--- src/rtl/exec_stage_seq.sv ---
// exec_stage_seq: iterative execute stage with a 1-bit/cycle shifter, 4-op ALU and registered C/status.
// Optional macro EXEC_STATUS_NV_EN widens status_out from {Z} to {V,N,Z}.
module exec_stage_seq #(
  parameter int W       = 16,
  parameter int IMM_W   = 5,
  parameter int SHAMT_W = 4,
`ifdef EXEC_STATUS_NV_EN
  localparam int STATUS_W = 3
`else
  localparam int STATUS_W = 1
`endif
) (
  input  logic                clk,
  input  logic                reset,
  input  logic                in_valid,
  output logic                in_ready,
  input  logic [W-1:0]        a_in,
  input  logic [W-1:0]        b_in,
  input  logic [IMM_W-1:0]    imm_in,
  input  logic                asel,
  input  logic                bsel,
  input  logic [1:0]          shift,
  input  logic [SHAMT_W-1:0]  shamt,
  input  logic [1:0]          aluop,
  input  logic                loadc,
  input  logic                loads,
  output logic                busy,
  output logic                out_valid,
  output logic [W-1:0]        c_out,
  output logic [STATUS_W-1:0] status_out
);

  localparam int CNT_W = $clog2(W + 1);

  typedef enum logic [1:0] {IDLE = 2'd0, SHIFT = 2'd1, EXEC = 2'd2} state_t;

  state_t               state_r, state_next_s;
  logic [W-1:0]         a_r, b_r, ain_s, bin_s, res_s;
  logic [IMM_W-1:0]     imm_r;
  logic                 asel_r, bsel_r, loadc_r, loads_r;
  logic [1:0]           shift_r, aluop_r;
  logic [CNT_W-1:0]     cnt_r, eff_shamt_s;
  logic                 accept_s;
  logic [STATUS_W-1:0]  status_next_s;

  function automatic logic [W-1:0] shift_one(input logic [W-1:0] v, input logic [1:0] code);
    logic [W-1:0] r;
    case (code)
      2'b01:   r = {v[W-2:0], 1'b0};
      2'b10:   r = {1'b0, v[W-1:1]};
      2'b11:   r = {v[W-1], v[W-1:1]};
      default: r = v;
    endcase
    return r;
  endfunction

  assign in_ready = (state_r == IDLE) && !reset;
  assign busy     = (state_r != IDLE);
  assign accept_s = in_valid && in_ready;

  // Distances of W or more saturate: W one-bit steps already give the fully shifted value.
  always_comb begin
    if (32'(shamt) >= 32'(W)) begin
      eff_shamt_s = CNT_W'(W);
    end else begin
      eff_shamt_s = CNT_W'(shamt);
    end
  end

  // Next-state logic.
  always_comb begin
    state_next_s = state_r;
    case (state_r)
      IDLE: begin
        if (accept_s) begin
          if ((shift != 2'b00) && (eff_shamt_s != {CNT_W{1'b0}})) begin
            state_next_s = SHIFT;
          end else begin
            state_next_s = EXEC;
          end
        end else begin
          state_next_s = IDLE;
        end
      end
      SHIFT: begin
        if (cnt_r <= CNT_W'(1)) begin
          state_next_s = EXEC;
        end else begin
          state_next_s = SHIFT;
        end
      end
      EXEC:    state_next_s = IDLE;
      default: state_next_s = IDLE;
    endcase
  end

  // State register.
  always_ff @(posedge clk) begin
    if (reset) begin
      state_r <= IDLE;
    end else begin
      state_r <= state_next_s;
    end
  end

  // Command latch at accept; B and the counter then step once per SHIFT cycle.
  always_ff @(posedge clk) begin
    if (reset) begin
      a_r     <= {W{1'b0}};
      b_r     <= {W{1'b0}};
      imm_r   <= {IMM_W{1'b0}};
      asel_r  <= 1'b0;
      bsel_r  <= 1'b0;
      shift_r <= 2'b00;
      aluop_r <= 2'b00;
      loadc_r <= 1'b0;
      loads_r <= 1'b0;
      cnt_r   <= {CNT_W{1'b0}};
    end else if (accept_s) begin
      a_r     <= a_in;
      b_r     <= b_in;
      imm_r   <= imm_in;
      asel_r  <= asel;
      bsel_r  <= bsel;
      shift_r <= shift;
      aluop_r <= aluop;
      loadc_r <= loadc;
      loads_r <= loads;
      cnt_r   <= eff_shamt_s;
    end else if (state_r == SHIFT) begin
      b_r     <= shift_one(b_r, shift_r);
      cnt_r   <= cnt_r - CNT_W'(1);
    end
  end

  // Operand select and ALU.
  always_comb begin
    ain_s = asel_r ? a_r : {W{1'b0}};
    bin_s = bsel_r ? W'(imm_r) : b_r;
    res_s = {W{1'b0}};
    case (aluop_r)
      2'b00:   res_s = ain_s + bin_s;
      2'b01:   res_s = ain_s - bin_s;
      2'b10:   res_s = ain_s & bin_s;
      2'b11:   res_s = ~bin_s;
      default: res_s = {W{1'b0}};
    endcase
  end

`ifdef EXEC_STATUS_NV_EN
  logic v_s;

  // Signed overflow of add/sub; logical ops never overflow.
  always_comb begin
    v_s = 1'b0;
    case (aluop_r)
      2'b00:   v_s = (ain_s[W-1] == bin_s[W-1]) && (res_s[W-1] != ain_s[W-1]);
      2'b01:   v_s = (ain_s[W-1] != bin_s[W-1]) && (res_s[W-1] != ain_s[W-1]);
      default: v_s = 1'b0;
    endcase
  end

  assign status_next_s = {v_s, res_s[W-1], (res_s == {W{1'b0}})};
`else
  assign status_next_s = (res_s == {W{1'b0}});
`endif

  // Registered results; out_valid pulses for the cycle after EXEC.
  always_ff @(posedge clk) begin
    if (reset) begin
      out_valid  <= 1'b0;
      c_out      <= {W{1'b0}};
      status_out <= {STATUS_W{1'b0}};
    end else begin
      out_valid <= (state_r == EXEC);
      if ((state_r == EXEC) && loadc_r) begin
        c_out <= res_s;
      end
      if ((state_r == EXEC) && loads_r) begin
        status_out <= status_next_s;
      end
    end
  end

endmodule

--- config.mk ---
export PLATFORM = sky130hd
export DESIGN_NAME = exec_stage_seq
export DESIGN_NICKNAME = d
export VERILOG_FILES = /design/src/rtl/exec_stage_seq.sv
export SDC_FILE = /design/constraint.sdc
export NUM_CORES = 1
export LEC_CHECK = 0
export ABC_AREA = 0
export BUFFER_PORTS_ARGS = -buffer_cell sky130_fd_sc_hd__buf_2
export CAP_MARGIN = 0
export CORE_MARGIN = 4
export CORE_UTILIZATION = 53
export DETAILED_ROUTE_END_ITERATION = 10
export GPL_TIMING_DRIVEN = 0
export HOLD_SLACK_MARGIN = 0.12
export PLACE_DENSITY_LB_ADDON = 0.12
export SYNTH_ARGS = -nofsm -noshare
export SYNTH_HDL_FRONTEND = slang
export SYNTH_SLANG_ARGS = --single-unit
--- constraint.sdc ---
create_clock -name clk -period 3.67 [get_ports clk]
set_input_delay 0 -clock clk [delete_from_list [all_inputs] [get_ports clk]]
set_output_delay 0 -clock clk [all_outputs]
set_load 0.02 [all_outputs]
# Word-level counts from Yosys, hierarchy flattened
# Index checks and enable logic that the tools add are counted.
# word_totals
register_bits	70
latch_bits	0
mem_bits_rw	0
rom_bits	0
input_bits	52
output_inout_bits	20
n_memories	0
# op_classes
add_sub_neg	3
mul	0
div	0
order_cmp	1
n_eq_ne	9
shift	0
muxes	12
bitwise	2
reduce_logical	18
# op_table
operator	count
16-bit 2-to-1 mux	4
16-bit one-hot mux with 4 select lines	1
16-bit one-hot mux with 3 select lines	1
16-bit adder	1
16-bit bitwise AND	1
16-bit zero test	1
16-bit NOT	1
16-bit subtractor	1
2-bit == test, second input constant	5
4-bit 2-to-1 mux	2
2-bit by 1-bit == test with 1-bit output, second input constant	3
2-bit 2-to-1 mux	3
2-bit nonzero test	3
5-bit by 1-bit <= comparator with 1-bit output, second input constant	1
1-bit logical AND	5
5-bit nonzero test	1
5-bit by 1-bit subtractor with 5-bit output, second input constant	1
2-bit zero test	2
2-bit one-hot mux with 2 select lines	1
4-bit nonzero test	1
3-bit AND reduction	1
3-bit nonzero test	1
2-bit != test, second input constant	1
2-bit AND reduction	1
2 further kinds	2

# Longest topological paths before layout
# Gate-level depths: netlist (run 1).
# depth
depth_word	5
depth_mapped	17
mapped_depth_nobuf	16

# Least setup slack after synthesis (run 1)
# OpenSTA, ideal clock, no wires.
# synth_timing
kind	reg-to-reg
startpoint	reg aluop_r[0]
endpoint	reg status_out
setup_ns	0.084
arrival_ns	3.635
required_time_ns	3.586
setup_slack_ns	-0.049
path_stages_with_launch	16
n_path_buf	3
synth_period_minus_slack_ns	3.719
cell_sequence	dfxtp_1 -> clkbuf_1 -> buf_1 -> nand2_1 -> clkbuf_1 -> o21ai_0 -> inv_1 -> ha_1 -> nor2b_1 -> o311a_2 -> o2111ai_2 -> o221ai_2 -> or4_1 -> nor4_2 -> nand4_1 -> o31ai_2
# synth_via
elab_chain_cells	3
word_cells_on_any_way	6
# synth_rtl
item	line	text
start, declared	41	logic [1:0] shift_r, aluop_r;
start signal, assigned	126	aluop_r <= aluop;
2-bit == test, or another cell as far along	141	case (aluop_r)
16-bit one-hot mux with 4 select lines (*)	141	
16-bit zero test (*)	165	assign status_next_s = (res_s == {W{1'b0}});
end signal, assigned	173	status_out <= {STATUS_W{1'b0}};
end signal, assigned	180	status_out <= status_next_s;
end, declared	30	output logic [STATUS_W-1:0] status_out
# Every way passes the cells marked *; elsewhere a longest branch is shown, timed or not.
# A chain may end at the register's enable or synchronous reset.

# Final worst setup path (run 1)
# layout_timing
startpoint	reg bsel_r
endpoint	reg status_out
# layout_via
elab_chain_cells	4
word_cells_on_any_way	7
# layout_rtl
item	line	text
start, declared	40	logic asel_r, bsel_r, loadc_r, loads_r;
start signal, assigned	124	bsel_r <= bsel;
16-bit 2-to-1 mux (*)	139	bin_s = bsel_r ? W'(imm_r) : b_r;
16-bit subtractor, or another cell as far along	143	2'b01: res_s = ain_s - bin_s;
16-bit one-hot mux with 4 select lines (*)	141	
16-bit zero test (*)	165	
# Marked as above.

==> results by group, run 1 <==
Status
  – Status: finished with violations
  – Violated checks: negative setup slack

Synthesis
  – EDFF count, synth: 0
  – Post-synth top cells: nand2_1 (103), nor2_1 (80), dfxtp_1 (70)
  – Synth Register Bits: 70
  – Synthesized instance count: approximately 670
  – Yosys top cell area share: 28.1%
  – Main synth FF type: dfxtp_1
  – Mean Syn Cell Area: 7.46 um^2
  – Count leader, synth: nand2_1
  – Synth Cell Area: approximately 0.005 mm^2
  – Yosys warns: 0
  – Cell taking the most area after synthesis: dfxtp_1
  – Sequential-to-total area share from yosys stat: 28.1%
  – Syn Nets: around 740
  – Top cells by area, synth: dfxtp_1 (28%), nand2_1 (7.8%), nor2_1 (6.0%)
  – Yosys cell types: slightly below 70
  – Post-synth ARST share: 0%

Timing
  – Min Tclk post-route: roughly 3.7 ns
  – TNS Setup: -0.0662 ns
  – Period utilisation layout: 102%
  – Slew Limit Fails: 0
  – Worst slew pin tran: roughly 0.70 ns
  – Worst Slack Setup Final: -0.0588 ns
  – Final hold vios: 0
  – RSZ-0062 raised after global routing: true
  – Slew headroom: between 50% and 60%
  – Max Clock Freq: around 270 MHz
  – Finish-stage setup viols: 3
  – Skew final: 0.0141 ns

Finish
  – Layout cells sized above 1: 23.6%
  – Fin cells: between 900 and 1000
  – Layout area overhead: 34.2%
  – Antenna cells: 0
  – Fin nets: between 800 and 900

Setup path
  – RR Endpoint: status_out
  – CP Buf/Inv Count: 2
  – Slowest-stage cell, CP: a2111o_1
  – Critical path peak fanout: 6
  – Worst setup path class: reg -> reg
  – Critical R2R Launch: bsel_r
  – Crit path largest cell delay: 0.45 ns
  – Crit path to: status_out
  – CP arrival: between 4 and 5 ns
  – Critical Path, Cell by Cell: buf_6, mux2i_4, ha_4, nand3_4, buf_6, o21bai_4, o31ai_2, a21oi_2, ha_4, a21o_1, o21bai_4, o31a_1, o41ai_4, mux2i_1, a2111o_1, a211o_1, o31ai_2
  – WP data required: just under 4 ns
  – Critical Path Start Type: flip-flop
  – R2R Setup Slk: -0.06 ns
  – Crit. path cell count: 17
  – CP endpoint kind: flip-flop
  – Worst setup path startpoint: bsel_r
  – Worst reg2reg path depth: 17
  – CP top delay family: compound AO/OA/AOI/OAI gates

Clocking
  – CTS Root Cell: clkbuf_8
  – Clk slew on worst S/H paths: 0.09 ns
  – Sink Count: 70
  – H-Tree Depth: 3
  – Clk Latency, worst-skew pair: approximately 0.36 ns
  – Num CTS Buffers: 9
  – CTS max path bufs: 2
  – CTS tree: built

Global routing
  – Met1 Track Usage GR: around 37%
  – GRT Util Overall: between 20% and 30%
  – Initial antenna violation count: 0
  – Via count of the first global-routing pass: a little over 5000
  – Largest net degree at the start of global routing: 14
  – Met2 Track Usage GR: about half
  – Met3 Usage GRT: under 10%
  – Grt ovf: 0
  – Gr busiest metal: met2
  – Global-route wire length before repair: about 26000 um

Detailed routing
  – Wirelength, routed: around 16000 um
  – Post-route DRC: 0
  – Vias: 5539
  – Detail Route Antenna Nets: 0
  – Iteration count of the initial detailed-routing pass: 5
  – Iter 0 DRT Violations: about 400
  – DR WL/cell: approximately 18 um
  – Vias per cell: around 6

Place
  – Placed Cells: ~850
  – I/O Buffers: 70
  – DP HPWL: around 11000 um
  – Pre-CTS setup slack: -0.841 ns
  – RD Place Congestion: roughly 0.94

Power and ir drop
  – Pwr/cell area: about 430 mW/mm^2
  – Total Power: ~0.0029 W
  – Leak: ~2.7 nW
  – Peak VDD IR: between 0.15 and 0.2 mV

Floorplan
  – Die W: ~100 um
  – Row count: 35
  – Core box area: between 0.009 and 0.01 mm^2
  – Initial Utilization: 54.2%
  – Vert. Die Dim: between 100 and 150 um
  – Top-level I/O count: between 70 and 80
  – Total die area: 0.0110 mm^2

Run
  – Max-cap violations: 0

Worst hold path
  – Hold Crit Class: in -> reg
-- kinds of logic (layout without fill, tap and decap cells) --
group / count (synthesis) / after routing / share of synthesized area, %
and+or+nand+nor: 321 / 321 / 31.6
AOI/OAI and AO/OA: 151 / 151 / 21.3
adders and majority gates: 23 / 23 / 5.93
buffers and inverters: 61 / 218 / 4.82
xor gates and xnor gates: 15 / 15 / 2.64
muxes: 27 / 27 / 5.55
DFF: 70 / 70 / 28.1
-- state kept, by name (all words and copies together), names as in the netlist --
register and count:
a_r 16, b_r 16, c_out 16, cnt_r 5, imm_r 5, aluop_r 2
shift_r 2, state_r 2, asel_r 1, bsel_r 1, loadc_r 1, loads_r 1
out_valid 1, status_out 1
-- per-layer routing --
layer	vias up	wire length [um]
met5	-	0
met4	0	752
met3	54	965
met2	219	7820
met1	2597	6930
li1	2669	-
-- layout by cell type (no fill, tap or decap), drive strengths merged, types with 4 or more instances in the layout --
cell type and n:
nor3b 4, dlygate4sd3 46, inv 19, clkbuf 46, nor4 9, nand2 103, buf 102, dfxtp 70
or3 4, xnor2 7, nor3 22, nand2b 17, a21oi 50, o31ai 10, o211ai 5, and2 16
nand3 7, xor2 8, or2 8, nand3b 28, mux2i 25, ha 22, a31oi 4, a211oi 25
o21ai 16, nor2 80, o31a 6, nor2b 13
-- layout make-up --
class / instances / area (um^2)
multi-input cells: 537 / 3680
inverters: 18 / 72.6
clock buffers: 10 / 128
clock inverters: 6 / 45.0
well taps: 111 / 139
flip-flops and latches: 70 / 1400
plain buffers: 41 / 198
repair buffers: 143 / 1020
fillers: 739 / 2510
-- how the worst min path moves through the flow --
stage | startpoint | to | slack, ns | cells past startpoint
floorplan | a_in[0] | a_r[0] | 0.1 | 2
global placement | imm_in[3] | imm_r[3] | 0.18 | 3
detailed placement | imm_in[3] | imm_r[3] | 0.19 | 3
CTS | b_in[12] | b_r[12] | 0.12 | 5
global route | b_in[11] | b_r[11] | 0.17 | 5
finish | b_in[8] | b_r[8] | 0.11 | 5
-- power by group --
group | internal [W] | switching, W
Combinational | 0.000639 | 0.000779
Clock | 0.000249 | 0.000337
Sequential | 0.000812 | 0.0000612
-- timing repair --
item	4_1_cts	5_1_grt
setup buffers	18	9
hold endpoints to repair	47	0
pin swaps	21	39
hold buffers	46	0
endpoints found under the setup margin	12	7
gates resized for setup	55	40
-- per-stage QoR --
| stage | hold WS, ns | instance area (um^2) | utilization [%] |
|---|---|---|---|
| after floorplan | 0.0989 | 4980 | - |
| after global placement | 0.182 | 5470 | 59.5 |
| after detailed placement | 0.186 | 5470 | 59.5 |
| after CTS | 0.122 | 6450 | 70.1 |
| after global routing | 0.169 | 6690 | 72.7 |
| final | 0.115 | 6690 | 72.7 |
-- tightest hold or removal path, cell delays in order --
cell and delay, ns:
buf_2 0.10, nor2_1 0.10, a211oi_1 0.06, a21oi_1 0.13
nor2_1 0.05
No activity file was read; power rests on OpenSTA's default activity.
==> run 2, diff against run 1 <==
--- a/config.mk
+++ b/config.mk
@@ -14,6 +14,7 @@
 export GPL_TIMING_DRIVEN = 0
 export HOLD_SLACK_MARGIN = 0.12
 export PLACE_DENSITY_LB_ADDON = 0.12
+export SKIP_LAST_GASP = 1
 export SYNTH_ARGS = -nofsm -noshare
 export SYNTH_HDL_FRONTEND = slang
 export SYNTH_SLANG_ARGS = --single-unit
==> constraint.sdc (replaced) <==
create_clock -name clk -period 3.2 [get_ports clk]
set_input_delay 0 -clock clk [delete_from_list [all_inputs] [get_ports clk]]
set_output_delay 0 -clock clk [all_outputs]
set_load 0.02 [all_outputs]
==> run 2 against run 1 <==
Effect of this change:
- the flow still finishes with violations (negative setup slack)
- global-route usage is 0.99 points lower
- die area did not move
- register-to-register slack worse by 0.44 ns
- utilization down 1.3 points
- cell area is 1.8% lower
- sequential share of layout area grew 0.43 points
- fmax up 0.85%
- final cell count is 1.3% lower
- first-iteration DRC count rose by 18%
- combinational power up 6%
- flip-flop and latch count is the same
- largest cell class unchanged
==> results by group, run 2 (synthesized netlist as in run 1, its figures left out) <==
Timing
  – Finish-stage setup viols: 7 (was 3)
  – Max Clock Freq: 270 MHz (was 268 MHz)
  – Period utilisation layout: 116% (was 102%)
  – Min Tclk post-route: 3.70 ns (was 3.73 ns)
  – RSZ-0062 raised after global routing: true (unchanged)
  – Slew headroom: 55.4% (was 53.0%)
  – Final hold vios: 0 (unchanged)
  – Skew final: 0.0131 ns (was 0.0141 ns)
  – Worst Slack Setup Final: -0.497 ns (was -0.0588 ns)
  – Worst slew pin tran: 0.666 ns (was 0.702 ns)
  – Slew Limit Fails: 0 (unchanged)

Detailed routing
  – Iteration count of the initial detailed-routing pass: 6 (was 5)
  – DR WL/cell: 17.4 um (was 17.6 um)
  – Vias: 5433 (was 5539)
  – Post-route DRC: 0 (unchanged)
  – Iter 0 DRT Violations: 475 (was 401)
  – Wirelength, routed: 16100 um (was 16500 um)
  – Vias per cell: 5.88 (was 5.92)
  – Detail Route Antenna Nets: 0 (unchanged)

Place
  – I/O Buffers: 70 (unchanged)
  – Placed Cells: 849 (unchanged)
  – RD Place Congestion: 0.962 (was 0.940)
  – DP HPWL: 11500 um (about the same)
  – Pre-CTS setup slack: -0.793 ns (was -0.841 ns)
  – Placement Cell Area: 0.00555 mm^2 (was 0.00547 mm^2)

Clocking
  – Num CTS Buffers: 9 (unchanged)
  – Clk slew on worst S/H paths: 0.09 ns (about the same)
  – H-Tree Depth: 3 (unchanged)
  – CTS max path bufs: 2 (unchanged)
  – Sink Count: 70 (unchanged)
  – Clk Latency, worst-skew pair: 0.35 ns (was 0.36 ns)
  – CTS tree: built (unchanged)
  – CTS Root Cell: clkbuf_8 (unchanged)

Setup path
  – Crit path largest cell delay: 0.42 ns (was 0.45 ns)
  – CP endpoint kind: flip-flop (unchanged)
  – Slowest-stage cell, CP: a2111o_1 (unchanged)
  – Critical Path, Cell by Cell: buf_8, nor3b_2, or2_4, nand3_4, o21ai_1, a21oi_1, nor2_1, a31oi_2, ha_4, a2111o_1, o211ai_1, a21oi_2, nor4_1, o31a_1, nand4_1, o31ai_2 (was buf_6, mux2i_4, ha_4, nand3_4, buf_6, o21bai_4, o31ai_2, a21oi_2, ha_4, a21o_1, o21bai_4, o31a_1, o41ai_4, mux2i_1, a2111o_1, a211o_1, o31ai_2)
  – WP data required: 3.47 ns (was 3.95 ns)
  – Critical Path Start Type: flip-flop (unchanged)
  – Critical path peak fanout: 9 (was 6)
  – CP arrival: 3.97 ns (was 4.01 ns)
  – Worst setup path class: reg -> reg (unchanged)

Status
  – Violated checks: negative setup slack (unchanged)
  – Status: finished with violations (unchanged)

Global routing
  – GRT Util Overall: 28.5% (was 29.5%)
  – Met3 Usage GRT: 4.26% (was 5.87%)
  – Grt ovf: 0 (unchanged)
  – Largest net degree at the start of global routing: 14 (unchanged)
  – Met1 Track Usage GR: 35.7% (was 37.3%)
  – Initial antenna violation count: 0 (unchanged)
  – Met2 Track Usage GR: 49.4% (was 48.5%)
  – Via count of the first global-routing pass: 5231 (was 5170)
  – Global-route wire length before repair: 25600 um (was 26100 um)
  – Gr busiest metal: met2 (unchanged)

Power and ir drop
  – Internal: 0.00190 W (was 0.00170 W)
  – Combinational Power Share: 47.1% (was 49.3%)
  – Sequential power share: 31.6% (was 30.3%)
  – Clk network pwr share: 21.4% (was 20.4%)
  – Leak: 2.64 nW (was 2.71 nW)
  – Peak VDD IR: 0.310 mV (was 0.198 mV)
  – Pwr/cell area: 486 mW/mm^2 (was 430 mW/mm^2)
  – Total Power: 0.00319 W (was 0.00288 W)
  – Sw Share: 40.5% (was 40.9%)
  – NetSw: 0.00129 W (was 0.00118 W)

Floorplan
  – Initial Utilization: 54.2% (unchanged)
  – Top-level I/O count: 72 (unchanged)
  – Die W: 105 um (unchanged)
  – Vert. Die Dim: 105 um (unchanged)
  – Total die area: 0.0110 mm^2 (unchanged)
  – Row count: 35 (unchanged)
  – Core box area: 0.00920 mm^2 (unchanged)

Finish
  – Fill cells: 737 (was 739)
  – Fin cells: 924 (was 936)
  – Layout cells sized above 1: 21.4% (was 23.6%)
  – Antenna cells: 0 (unchanged)
  – Fin nets: 883 (was 895)
  – Layout area overhead: 31.9% (was 34.2%)
  – Post-route cell area: 0.00657 mm^2 (was 0.00669 mm^2)
  – Top flop regs: a_r: 16 flops, b_r: 16 flops, c_out: 16 flops (unchanged)
  – Most frequent cells in the layout: nand2_1 (101), nor2_1 (77), buf_2 (70) (was nand2_1 (98), nor2_1 (77), buf_2 (71))
  – Most common cell after layout, fill and taps aside: nand2_1 (unchanged)

Worst hold path
  – Hold Crit Class: in -> reg (unchanged)

Run
  – Max-cap violations: 0 (unchanged)
run 2: metrics by stage:
stage | hold slack [ns] | util (%) | TNS (ns)
after floorplan | 0.0989 | - | -0.190
final | 0.179 | 71.4 | -1.65
after global routing | 0.192 | 71.4 | -2.89
after detailed placement | 0.185 | 60.3 | -4.83
after CTS | 0.164 | 69.2 | -1.51
after global placement | 0.183 | 60.3 | -4.44
run 2: worst max-delay path: cells and delay by family, from the launching register on:
family / cells / cell delay, ns
and+or+nand+nor: 6 / 1.10
AOI/OAI and AO/OA: 8 / 1.78
adders and majority gates: 1 / 0.26
buffers and inverters: 1 / 0.14
DFF: 1 / 0.33
run 2: worst paths after layout:
kind | cells past startpoint | from | slack (ns) | end
max | 16 | bsel_r | -0.50 | status_out
min | 3 | reset | 0.18 | loads_r
min reg2reg | 2 | c_out[7] | 0.48 | c_out[7]
max reg2reg | 16 | bsel_r | -0.50 | status_out
run 2: area by class of cell:
cell class | instances | area, um^2 | share of cell area (%)
Clock buffer | 10 | 138 | 2.09
Buffer | 39 | 203 | 3.09
Timing Repair Buffer | 133 | 948 | 14.4
Sequential cell | 70 | 1410 | 21.4
Inverter | 18 | 72.6 | 1.10
Multi-Input combinational cell | 537 | 3620 | 55.1
Tap cell | 111 | 139 | 2.11
Clock inverter | 6 | 45.0 | 0.686
run 2: what timing repair did:
action | in CTS | in global routing
buffers inserted | 6 | 7
resized for setup | 26 | 40
endpoints found under the setup margin | 13 | 10
hold buffers | 50 | 0
pin swaps | 11 | 15
hold endpoints to repair | 51 | 0
run 2: routing by layer:
layer / wire (um) / part of all wire [%]
met1: 6800 / 42
met2: 7830 / 49
met3: 936 / 5.8
met4: 544 / 3.4
met5: 0 / 0
run 2: power groups by stage:
stage               clock network, W  registers, W  logic (W)
finish                      0.000682       0.00101    0.00150
CTS                         0.000690      0.000998    0.00135
detailed placement                 0       0.00102    0.00123
floorplan                          0      0.000997   0.000930
global route                0.000728       0.00101    0.00163
global placement                   0       0.00101    0.00120
